[config.mk]
export PLATFORM = sky130hd
export DESIGN_NAME = char_sequencer_flat
export DESIGN_NICKNAME = d
export VERILOG_FILES = /design/src/rtl/char_sequencer_pkg.sv /design/src/rtl/char_sequencer_if.sv /design/src/rtl/char_sequencer_step_prescaler.sv /design/src/rtl/char_sequencer.sv /design/src/flat_wrapper.sv
export SDC_FILE = /design/constraint.sdc
export NUM_CORES = 1
export LEC_CHECK = 0
export BUFFER_PORTS_ARGS = -buffer_cell sky130_fd_sc_hd__clkbuf_2
export CAP_MARGIN = 10
export CORE_ASPECT_RATIO = 0.8
export CORE_UTILIZATION = 35
export DETAILED_ROUTE_END_ITERATION = 8
export PLACE_DENSITY_LB_ADDON = 0.05
export SLEW_MARGIN = 0
export SYNTH_ARGS = -nofsm -noshare
export SYNTH_HDL_FRONTEND = slang
export SYNTH_SLANG_ARGS = --single-unit
[constraint.sdc]
create_clock -name clk -period 2.5 [get_ports clk]
set_input_delay 0.5 -clock clk [delete_from_list [all_inputs] [get_ports clk]]
set_output_delay 0.5 -clock clk [all_outputs]
set_load 0.1 [all_outputs]
[src/rtl/char_sequencer_pkg.sv]
// Shared widths and index types for the name sequencer, the length lookup and the glyph path.
package char_sequencer_pkg;
   localparam int NAME_W    = 3;
   localparam int CHAR_W    = 5;
   localparam int NUM_NAMES = 8;

   typedef logic [NAME_W-1:0] name_t;
   typedef logic [CHAR_W-1:0] char_t;

   // Name index is exactly NAME_W bits wide, so the natural overflow gives the mod-NUM_NAMES wrap
   function automatic name_t next_name(name_t n);
      return n + name_t'(1);
   endfunction
endpackage

[src/rtl/char_sequencer_if.sv]
// Control/lookup bundle between the sequencer and its surroundings (controller, length lookup, glyph path).
interface char_sequencer_if;
   import char_sequencer_pkg::*;

   logic  ena;
   logic  step;
   logic  hold;
   logic  load;
   name_t name_sel;
   char_t limit;
   name_t name;
   char_t char_idx;
   logic  char_strobe;
   logic  name_done;

   modport master (output ena, step, hold, load, name_sel, limit,
                   input  name, char_idx, char_strobe, name_done);
   modport slave  (input  ena, step, hold, load, name_sel, limit,
                   output name, char_idx, char_strobe, name_done);
endinterface

[src/rtl/char_sequencer_step_prescaler.sv]
// Free-running step prescaler: counts 0..PRESCALE-1 while enabled and emits one tick on the terminal count.
module step_prescaler #(
   parameter int unsigned PRESCALE = 1000
) (
   input  logic clk,
   input  logic rst_n,
   input  logic en,
   input  logic clr,
   output logic tick
);
   localparam int CNT_W = (PRESCALE > 1) ? $clog2(PRESCALE) : 1;
   localparam logic [CNT_W-1:0] TC = CNT_W'(PRESCALE - 1);

   logic [CNT_W-1:0] cnt;

   assign tick = en & (cnt == TC);

   always_ff @(posedge clk or negedge rst_n) begin
      if (!rst_n)
         cnt <= '0;
      else if (clr)
         cnt <= '0;
      else if (en)
         cnt <= tick ? '0 : cnt + CNT_W'(1);
   end
endmodule

[src/rtl/char_sequencer.sv]
// Name/character sequencer feeding the glyph path; define CHAR_SEQ_PRESCALE_EN to derive steps
// from an internal PRESCALE-cycle prescaler instead of the external step strobe.
module char_sequencer
   import char_sequencer_pkg::*;
#(
   parameter int unsigned PRESCALE = 1000
) (
   input logic             clk,
   input logic             rst_n,
   char_sequencer_if.slave bus
);
   logic  tick;
   logic  adv;
   logic  wrap;
   name_t name_q;
   char_t char_q;
   logic  strobe_q;
   logic  done_q;

`ifdef CHAR_SEQ_PRESCALE_EN
   step_prescaler #(.PRESCALE(PRESCALE)) u_prescaler (
      .clk  (clk),
      .rst_n(rst_n),
      .en   (bus.ena & ~bus.hold),
      .clr  (bus.ena & bus.load),
      .tick (tick)
   );
   logic unused_step;
   assign unused_step = bus.step;
`else
   assign tick = bus.step;
   logic [31:0] unused_prescale;
   assign unused_prescale = 32'(PRESCALE);
`endif

   assign adv  = bus.ena & ~bus.hold & ~bus.load & tick;
   // >= rather than == so a limit that shrinks under the current index still wraps cleanly
   assign wrap = (char_q >= bus.limit);

   always_ff @(posedge clk or negedge rst_n) begin
      if (!rst_n) begin
         name_q   <= '0;
         char_q   <= '0;
         strobe_q <= 1'b0;
         done_q   <= 1'b0;
      end else if (bus.ena && bus.load) begin
         name_q   <= bus.name_sel;
         char_q   <= '0;
         strobe_q <= 1'b1;
         done_q   <= 1'b0;
      end else if (adv) begin
         if (wrap) begin
            char_q <= '0;
            name_q <= next_name(name_q);
         end else begin
            char_q <= char_q + char_t'(1);
         end
         strobe_q <= 1'b1;
         done_q   <= wrap;
      end else begin
         strobe_q <= 1'b0;
         done_q   <= 1'b0;
      end
   end

   assign bus.name        = name_q;
   assign bus.char_idx    = char_q;
   assign bus.char_strobe = strobe_q;
   assign bus.name_done   = done_q;
endmodule
[src/flat_wrapper.sv]
// flat-port wrapper written by rule: the top's interface ports become plain ports
module char_sequencer_flat import char_sequencer_pkg::*;
#(
   parameter int unsigned PRESCALE = 1000
)
  (clk, rst_n, bus_ena, bus_step, bus_hold, bus_load, bus_name_sel, bus_limit, bus_name, bus_char_idx, bus_char_strobe, bus_name_done);
  char_sequencer_if bus_i ();
  input logic clk;
  input logic rst_n;
  input wire logic [$bits(bus_i.ena)-1:0] bus_ena;
  input wire logic [$bits(bus_i.step)-1:0] bus_step;
  input wire logic [$bits(bus_i.hold)-1:0] bus_hold;
  input wire logic [$bits(bus_i.load)-1:0] bus_load;
  input wire logic [$bits(bus_i.name_sel)-1:0] bus_name_sel;
  input wire logic [$bits(bus_i.limit)-1:0] bus_limit;
  output wire logic [$bits(bus_i.name)-1:0] bus_name;
  output wire logic [$bits(bus_i.char_idx)-1:0] bus_char_idx;
  output wire logic [$bits(bus_i.char_strobe)-1:0] bus_char_strobe;
  output wire logic [$bits(bus_i.name_done)-1:0] bus_name_done;
  assign bus_i.ena = bus_ena;
  assign bus_i.step = bus_step;
  assign bus_i.hold = bus_hold;
  assign bus_i.load = bus_load;
  assign bus_i.name_sel = bus_name_sel;
  assign bus_i.limit = bus_limit;
  assign bus_name = bus_i.name;
  assign bus_char_idx = bus_i.char_idx;
  assign bus_char_strobe = bus_i.char_strobe;
  assign bus_name_done = bus_i.name_done;
  char_sequencer #(.PRESCALE(PRESCALE)) u_core (.clk(clk), .rst_n(rst_n), .bus(bus_i));
endmodule
==> Word level (Yosys, flattened, before mapping) <==
Index checks and enable logic that the tools add are counted.
{ "word_totals": {"regBits": 10, "elab_cells": 26} }
{ "op_classes": {"addsub": 2, "magnitude_cmp": 1, "muxes": 10, "bitwise": 5, "reduce_logical": 4} }
{ "op_table": {"columns": ["cell", "count"], "rows": [
  ["2-to-1 mux 5 bit", 3],
  ["2-to-1 mux 3 bit", 3],
  ["adder 5 x 1 -> 5 bit (second input constant)", 1],
  ["greater-or-equal comparator 5 bit", 1],
  ["2-to-1 mux 1 bit", 4],
  ["nonzero test 2 bit", 2],
  ["adder 3 x 1 -> 3 bit (second input constant)", 1],
  ["bitwise AND 1 bit", 3],
  ["NOT 1 bit", 2],
  ["AND reduction 2 bit", 1],
  ["logical AND 1 bit", 1]
]} }

==> Logic depth before layout (Yosys ltp) <==
{ "depth": {"ltp_word": 6, "depth_mapped": 7} }

==> Least setup slack after synthesis <==
Ideal clock, no wire load.
{ "synth_path": {"kind": "register -> register", "startpoint": "reg u_core.char_q[0], in the netlist u_core.bus.char_idx[0]", "endpoint": "reg u_core.name_q[2], in the netlist u_core.bus.name[2]", "setup_time_ps": 172, "arrival_ps": 2127, "required_ps": 2328, "setup_slack_ps": 201, "stages_incl_launch_ff": 8, "n_path_buf": 0, "synth_period_minus_slack_ps": 2299, "path_cell_list": "dfrtp_1 inv_1 ha_1 nor2b_1 o21a_1 o21ai_4 a221oi_1 a311oi_1"} }
{ "synth_via": {"elab_chain_cells": 3} }
{ "synth_rtl": {"columns": ["element", "line", "text"], "rows": [
  ["from (decl)", "char_sequencer.sv:16", "char_t char_q;"],
  ["from (signal assigned)", "char_sequencer.sv:56", "char_q <= char_q + char_t'(1);"],
  ["greater-or-equal comparator 5 bit", "char_sequencer.sv:38", "assign wrap = (char_q >= bus.limit);"],
  ["nonzero test 2 bit (no line)", null, null],
  ["AND reduction 2 bit (no line)", null, null],
  ["to (signal assigned)", "char_sequencer.sv:47", "name_q <= bus.name_sel;"],
  ["to (signal assigned)", "char_sequencer.sv:54", "name_q <= next_name(name_q);"],
  ["to (decl)", "char_sequencer.sv:15", "name_t name_q;"]
]} }
No other way between the ends.
A chain may end at the register's enable or synchronous reset.

==> Worst setup path in the final report <==
{ "layout_path": {"startpoint": "reg u_core.char_q[2], in the netlist u_core.bus.char_idx[2]", "endpoint": "reg u_core.name_q[2], in the netlist u_core.bus.name[2]"} }
The elaborated chain is that of the path after synthesis.

==> metrics.cfg <==
[synthesis]
synth.ff_latch_count = 10
seq_area_frac_synth_pct = 40.3
ys_types = 27
synth_enable_flop_cells = 0
synthesis.nets = 85
postSynthAreaPerCell_um2 = 9.70
synth.yosys.warnings = 0
synth_area_leaders = dfrtp_1, ha_1, nor2_1, inv_1, a21oi_1
async_reset_ff_share_pct = 100
synth_largest_type_area_fraction_pct = 40.3
post-synth-top-count-cell = dfrtp_1
synth.cells.most_frequent = dfrtp_1, nor2_1, ha_1
mappedNetlistArea_um2 = 621
instance_count_of_the_mapped_netlist = 64
dominantRegCellSynth = dfrtp_1
synthDominantAreaCellType = dfrtp_1

[worst_setup_path]
worst_setup_path_end_kind = flip-flop
rrSetupSlack_ns = 0.77
worst-endpoint-required_ns = 2.63
path_cells = ha_1 -> a21oi_1 -> o21a_1 -> o21ai_4 -> a221oi_1 -> a311oi_1
cp-start-kind = flip-flop
arrival_ns = 1.86
critical_path.reg2reg.endpoint = u_core.bus.name[2]
worst-setup-path-type = flip-flop to flip-flop
critical_path.max_fanout = 6
cpPeakStageDelay_ns = 0.44
worst_r2r_startpoint = u_core.bus.char_idx[2]
worst_path_max_delay_cell = dfrtp_1
r2r.worst_path.cells = 6

[floorplan]
die_area_um2 = 1950
start_util_pct = 37.8
fp.coreArea_um2 = 1640
rows = 13
die_x_um = 49.1
fp.dieH_um = 39.7
boundaryPins = 24

[sta]
setup_viol_count_final = 0
finalHoldViolations = 0
grt_setup_unrepaired = false
fin_ws_ns = 0.774
worst_pin_slew_ns = 0.540
final_slew_viol_count = 0
tns_ns = 0
fmax_mhz = 579
post-route-period-util_pct = 69.0
slew_headroom_pct = 64.1
layout_min_cycle_time_ns = 1.73
skew_ns = 0.000327

[placed_design]
place_worst_setup_slack_ns = 0.627
detailedPlacementHpwl_mm = 1.01
routabilityCongestion = 0.732
port_buffers = 23

[worst_hold_path]
worst_min_delay_path_category = primary input to async pin

[route]
wl_per_cell_um = 10.6
first_pass_iters = 4
drt_wl_total_mm = 1.19
drt.antenna.violating_nets = 0
dr.first_iter.drc_count = 12
via_per_inst = 4.73
remaining_drc_errors = 0
vias = 530

[finish]
layout.nets = 113
finish.utilization_pct = 47.8
n_fill_cell = 173
layout-drive-gt1-share_pct = 32.2
signed_area_change_from_the_synthesized_netlist_to_the_final_layout_pct = 26.6
diodes = 0

[power_and_ir_drop]
cellPowerDensity_nw_per_um2 = 614
max-vdd-ir-drop_mv = 0.321
p_leak_nw = 0.417
totalPowerFinal_mw = 0.482

[clock_network]
post-cts-setup-buffers = 0
clk_root_buffer_cell = clkbuf_4
cts_buffers = 3
cts_num_sinks = 10
clock_path_buffers = 2
clock_tree_from_tritoncts = built
hold_buffers = 0
htreeDepth = 1
clk-insertion-delay-late_ns = 0.26
post_cts_resized = 0
cts.clk_slew.worst_paths_ns = 0.06

[global_routing]
grt_start_max_net_pins = 11
grt_pass1_vias = 480
globalRoute.totalOverflow = 0
grt_pass1_wl_mm = 2.15
grt-busiest-layer = met2
global_route.usage.met1_pct = 21.5
use_met3_pct = 8.14
antenna_found_initial = 0
gr-usage-all-layers_pct = 16.0
grtUsageMet2_pct = 21.9

[flow_run]
cap_violations = 0

[status]
run_status = complete, no violations

sequential cells by signal (all words and copies together) (netlist names):
signal                  count
u_core.bus.char_idx         5
u_core.bus.char_strobe      1
u_core.bus.name             3
u_core.bus.name_done        1
routing by layer:
layer  vias to the layer above  wire (um)
met5                         -          0
met3                         2         78
met4                         0          9
met1                       231        623
li1                        281          -
met2                        16        481
logic make-up (layout without fill, tap and decap cells):
group / count (synthesis) / in the layout / share of synthesized area (%)
AOI/OAI and AO/OA: 14 / 14 / 16.1
xor gates and xnor gates: 3 / 3 / 4.23
adders and majority gates: 7 / 7 / 14.1
buffers and inverters: 6 / 32 / 3.63
DFF: 10 / 10 / 40.3
muxes: 2 / 2 / 3.43
and+or+nand+nor: 22 / 22 / 18.1
placed cells by master (no fill, tap or decap), types with 2 or more instances in the layout:
cell type,netlist,routed
clkbuf_2,0,23
dfrtp_1,10,10
nor2_1,8,8
ha_1,7,7
inv_1,6,6
nand2_1,5,5
a21oi_1,4,4
clkbuf_4,0,3
nor2b_1,2,2
o21ai_0,2,2
xor2_1,2,2
per-stage QoR:
stage / instance area (um^2) / cells / hold slack, ns
floorplan: 621 / 64 / 0.204
global placement: 763 / 109 / 0.378
detailed placement: 763 / 109 / 0.381
CTS: 786 / 112 / 0.0992
global route: 786 / 112 / 0.0959
finish: 786 / 112 / 0.0939
critical path: cells and delay by family, from the launching register on:
family          cells  cell delay (ns)
compound gates      5             0.83
flops               1             0.44
fa+ha+maj           1             0.34
worst max-delay path by stage:
stage / startpoint / endpoint / slack [ns] / cells after the start
global placement: bus_limit[2] / u_core.bus.name[1] / 0.66 / 8
detailed placement: bus_limit[4] / u_core.bus.name[2] / 0.63 / 8
finish: u_core.bus.char_idx[2] / u_core.bus.name[2] / 0.77 / 6
floorplan: u_core.bus.char_idx[0] / u_core.bus.name[2] / 0.20 / 7
global route: u_core.bus.char_idx[0] / u_core.bus.name[2] / 0.60 / 7
CTS: u_core.bus.char_idx[0] / u_core.bus.name[2] / 0.76 / 7
power by group:
part / leakage, nW / internal, mW / switching [mW]
Combinational: 0.275 / 0.0428 / 0.145
Sequential: 0.128 / 0.176 / 0.0141
Clock: 0.0138 / 0.0553 / 0.0491
Total: 0.417 / 0.274 / 0.208
layout make-up:
type | instances | area [um^2] | area share, %
Multi-Input combinational cell | 48 | 348 | 44.3
Sequential cell | 10 | 250 | 31.8
Timing Repair Buffer | 23 | 115 | 14.6
Tap cell | 22 | 27.5 | 3.50
Clock buffer | 3 | 22.5 | 2.87
Inverter | 6 | 22.5 | 2.87
No activity file was read; power rests on OpenSTA's default activity.
